**src/rtl/clock_enable_scheduler.sv**
```systemverilog
// Registered clock-enable generator for the clock-gating stage.
// Optional macro CLOCK_EN_BURST_CNT_EN adds o_burst_cnt (completed ON windows).
module clock_enable_scheduler #(
    parameter int CNT_WIDTH = 8
) (
    input  logic                 i_clk,
    input  logic                 i_rstn,
    input  logic                 i_start,
    input  logic                 i_stop,
    input  logic                 i_repeat,
    input  logic [CNT_WIDTH-1:0] i_on_cycles,
    input  logic [CNT_WIDTH-1:0] i_off_cycles,
    output logic                 o_clock_en,
    output logic                 o_busy,
`ifdef CLOCK_EN_BURST_CNT_EN
    output logic [7:0]           o_burst_cnt,
`endif
    output logic                 o_done
);

    localparam logic [1:0] S_IDLE = 2'd0;
    localparam logic [1:0] S_ON   = 2'd1;
    localparam logic [1:0] S_OFF  = 2'd2;

    localparam logic [CNT_WIDTH-1:0] ONE = CNT_WIDTH'(1);

    logic [1:0]           state;
    logic [CNT_WIDTH-1:0] cnt;
    logic [CNT_WIDTH-1:0] on_len;
    logic [CNT_WIDTH-1:0] off_len;
    logic                 rep;

    assign o_busy = (state != S_IDLE);

    // Main FSM: the enable and done pulse are registered alongside the state.
    always_ff @(posedge i_clk or negedge i_rstn) begin
        if (!i_rstn) begin
            state      <= S_IDLE;
            cnt        <= '0;
            on_len     <= '0;
            off_len    <= '0;
            rep        <= 1'b0;
            o_clock_en <= 1'b0;
            o_done     <= 1'b0;
        end else begin
            o_done <= 1'b0;
            case (state)
                S_IDLE: begin
                    if (i_start && !i_stop) begin
                        on_len  <= i_on_cycles;
                        off_len <= i_off_cycles;
                        rep     <= i_repeat;
                        if (i_on_cycles != '0) begin
                            state      <= S_ON;
                            cnt        <= i_on_cycles - ONE;
                            o_clock_en <= 1'b1;
                        end else begin
                            o_done <= 1'b1;
                        end
                    end
                end
                S_ON: begin
                    if (i_stop) begin
                        state      <= S_IDLE;
                        o_clock_en <= 1'b0;
                        o_done     <= 1'b1;
                    end else if (cnt == '0) begin
                        if (!rep) begin
                            state      <= S_IDLE;
                            o_clock_en <= 1'b0;
                            o_done     <= 1'b1;
                        end else if (off_len != '0) begin
                            state      <= S_OFF;
                            cnt        <= off_len - ONE;
                            o_clock_en <= 1'b0;
                        end else begin
                            cnt <= on_len - ONE;
                        end
                    end else begin
                        cnt <= cnt - ONE;
                    end
                end
                S_OFF: begin
                    if (i_stop) begin
                        state  <= S_IDLE;
                        o_done <= 1'b1;
                    end else if (cnt == '0) begin
                        state      <= S_ON;
                        cnt        <= on_len - ONE;
                        o_clock_en <= 1'b1;
                    end else begin
                        cnt <= cnt - ONE;
                    end
                end
                default: begin
                    state      <= S_IDLE;
                    o_clock_en <= 1'b0;
                end
            endcase
        end
    end

`ifdef CLOCK_EN_BURST_CNT_EN
    logic win_done;
    logic start_ok;

    assign win_done = (state == S_ON) && !i_stop && (cnt == '0);
    assign start_ok = (state == S_IDLE) && i_start && !i_stop;

    // Saturating count of naturally completed ON windows.
    always_ff @(posedge i_clk or negedge i_rstn) begin
        if (!i_rstn) begin
            o_burst_cnt <= 8'd0;
        end else if (start_ok) begin
            o_burst_cnt <= 8'd0;
        end else if (win_done && (o_burst_cnt != 8'hFF)) begin
            o_burst_cnt <= o_burst_cnt + 8'd1;
        end
    end
`endif

endmodule

```
**config.mk**
```make
export PLATFORM = sky130hd
export DESIGN_NAME = clock_enable_scheduler
export DESIGN_NICKNAME = d
export VERILOG_FILES = /design/src/rtl/clock_enable_scheduler.sv
export SDC_FILE = /design/constraint.sdc
export NUM_CORES = 1
export LEC_CHECK = 0
export CORE_AREA = 2 2 68 70
export DETAILED_ROUTE_END_ITERATION = 6
export DIE_AREA = 0 0 70 72
export PLACE_DENSITY = 0.79
export SLEW_MARGIN = 20
export SYNTH_ARGS = -nofsm -noshare
export SYNTH_HDL_FRONTEND = slang
export SYNTH_SLANG_ARGS = --single-unit
export TNS_END_PERCENT = 100
```
**constraint.sdc**
```tcl
create_clock -name i_clk -period 2.2 [get_ports i_clk]
set_clock_uncertainty 0.05 [all_clocks]
set_input_delay 0.22 -clock i_clk [delete_from_list [all_inputs] [get_ports i_clk]]
set_output_delay 0.22 -clock i_clk [all_outputs]
set_load 0.02 [all_outputs]
```
==> impl_metrics.env <==
export IMPL_dp_slack_ps=-189.1
export IMPL_slew_viol_final=0
export IMPL_worst_pin_slew_ps=467.2
export IMPL_ir_drop_mv=0.6303
export IMPL_clock_root_buffer="clkbuf_8"
export IMPL_design_area_um2=2798
export IMPL_dieArea_um2=5040
export IMPL_grt_usage_pct=21.29
export IMPL_fin_crit_ps=2272
export IMPL_grt_pass1_vias=1853
export IMPL_crit_start="cnt[0]"
export IMPL_start_util_pct=49.50
export IMPL_async_flop_share_pct=100.0
export IMPL_fillers=354
export IMPL_status="finished, violations left"
export IMPL_crit_type="flip-flop to flip-flop"
export IMPL_grt_pass1_wl_um=8473
export IMPL_placement_io_buffers=23
export IMPL_num_vias=1954
export IMPL_layout_drive_gt1_share_pct=25.50
export IMPL_drtAntennaViolNets=0
export IMPL_setup_viol=4
export IMPL_r2r_worst_path_cells=10
export IMPL_p_leak_uw=0.001256
export IMPL_crit_path_end_kind="flip-flop"
export IMPL_startpoint_type="flip-flop"
export IMPL_reg2reg_to="state[1]"
export IMPL_drcViolationCount=0
export IMPL_mostFrequentLayoutCells="buf_4, nand2_1, dfrtp_1"
export IMPL_crit_required_ps=2360
export IMPL_final_common_cell="buf_4"
export IMPL_max_freq_ghz=0.4401
export IMPL_cts_max_level=2
export IMPL_grt_overflow_total=0
export IMPL_die_h_um=72
export IMPL_antenna_found_initial=0
export IMPL_num_rows=24
export IMPL_rsz0062_at_grt="true"
export IMPL_yosysSeqAreaShare_pct=34.38
export IMPL_yosysWarnings=0
export IMPL_drtIter0Drc=92
export IMPL_arrival_ps=2430
export IMPL_dominantRegCellSynth="dfrtp_1"
export IMPL_dr_pass1_iters=4
export IMPL_wl_um=5170
export IMPL_multiInputGateArea_um2=1315
export IMPL_synthToLayoutAreaGrowth_pct=32.54
export IMPL_ys_seq_elements=29
export IMPL_n_antenna_cell=0
export IMPL_layout_nets=334
export IMPL_fin_total_pwr_uw=4045
export IMPL_reg2reg_from="cnt[0]"
export IMPL_regToRegSetupSlack_ps=-70
export IMPL_p_per_area_nw_per_um2=1446
export IMPL_netlist_area_um2=2111
export IMPL_grt_max_degree=30
export IMPL_avgSynthCellArea_um2=8.832
export IMPL_synth_edf_count=0
export IMPL_place_congestion=0.9360
export IMPL_ys_types=46
export IMPL_hold_class="primary input to asynchronous set/reset pin"
export IMPL_timing_final_crit_share_pct=103.3
export IMPL_synth_nets=271
export IMPL_core_um2=4264
export IMPL_cts_tree="built"
export IMPL_cts_made_buffers=5
export IMPL_clk_latency_ps=280
export IMPL_io_pins=24
export IMPL_die_w_um=70
export IMPL_dpl_cell_area_um2=2604
export IMPL_numClockSinks=29
export IMPL_maxCapViolCount=0
export IMPL_seqCellArea_um2=725.7
export IMPL_fin_ws_ps=-72.25
export IMPL_cts_buffer_depth=2
export IMPL_worst_path_max_fanout=4
export IMPL_viasPerCell=5.520
export IMPL_avgRoutedWirePerCell_um=14.60
export IMPL_synthCells=239
export IMPL_hold_viol_final=0
export IMPL_clk_pin_slew_ps=70
export IMPL_maxSlewHeadroom_pct=68.85
export IMPL_hpwl_um=3967
export IMPL_violations="negative setup slack"
export IMPL_final_core_util_pct=65.61
## sequential cells by signal, summed over array words and instances (netlist names)
signal and cells:
rep 1, on_len 8, state 2, cnt 8, o_done 1, off_len 8, o_clock_en 1
## worst max path at each step
stage / end / slack (ps) / depth (start not counted)
after floorplan: cnt[6] / 50 / 9
after global placement: cnt[5] / -160 / 8
after detailed placement: cnt[5] / -190 / 8
after CTS: o_clock_en / -7 / 8
after global routing: state[1] / -130 / 10
final: state[1] / -70 / 10
## layer usage
metal | wire (um) | vias to the layer above | global-route usage [%]
li1 | - | 965 | -
met1 | 2353 | 942 | 27.95
met2 | 2591 | 39 | 35.87
met3 | 161 | 8 | 4.444
met4 | 63 | 0 | 6.197
met5 | 0 | - | 0
## synth_stat cells (all sizes together) (2+ instances only)
master | instances | area, um^2
ha | 11 | 137.6
o21ai | 13 | 65.06
mux2 | 7 | 78.83
o22a | 3 | 26.28
buf | 2 | 31.28
nor4 | 2 | 27.53
o31ai | 3 | 27.52
xor2 | 7 | 61.31
o211ai | 4 | 30.03
o221ai | 2 | 17.52
a22o | 2 | 17.52
or3 | 5 | 31.28
dfrtp | 29 | 725.7
or4 | 2 | 18.77
a31oi | 2 | 12.51
nand2 | 40 | 150.1
nor3 | 9 | 45.04
nor4b | 3 | 62.56
inv | 16 | 60.06
a311oi | 3 | 26.28
clkbuf | 7 | 26.28
a21oi | 11 | 58.81
nor2 | 23 | 88.84
nand3b | 2 | 15.01
nor3b | 6 | 45.04
xnor2 | 9 | 78.83
mux2i | 5 | 50.05
## power breakdown
group / switching (uW) / internal [uW]
clock network: 195 / 248
registers: 286 / 806
logic: 1260 / 1250
## metrics by stage
step           hold WS [ps]  cells  setup TNS [ps]
2_1_floorplan        -125.6    239               0
4_1_cts               284.8    348          -6.925
6_report              265.6    354          -248.0
3_3_place_gp          441.6    339           -1091
3_5_place_dp          451.1    339           -1404
5_1_grt               318.6    354          -549.9
## logic make-up (layout without fill, tap and decap cells)
family | after synthesis | in the layout | synth area share (%)
xor+xnor | 16 | 16 | 6.639
mux | 12 | 12 | 6.106
buf+inv | 25 | 88 | 5.572
fa+ha+maj | 11 | 11 | 6.520
compound gates | 51 | 51 | 16.66
flops | 29 | 29 | 34.38
simple gates | 95 | 95 | 24.13
## cell type report
type | count | share of cell area (%)
clock buffer | 7 | 3.086
inverter | 16 | 2.147
multi-input combinational | 185 | 47.00
sequential | 29 | 25.94
tap | 52 | 2.326
timing repair buffer | 65 | 19.50
## repair_timing
action | CTS | global route
hold endpoints to repair | 0 | 0
setup endpoints to repair | 2 | 10
resized for setup | 4 | 8
hold buffers | 0 | 0
pin swaps | 0 | 5
buffers inserted | 2 | 6
## critical path, cell delays in order, from the launching register on
cell     delay, ps
dfrtp_1        390
inv_2           80
ha_4           130
or4b_4         470
nor4_4         330
buf_4          190
o22ai_2         70
a21oi_2        190
buf_4          170
nand2_1         50
o21ai_1         60
No activity file was read; power rests on OpenSTA's default activity.
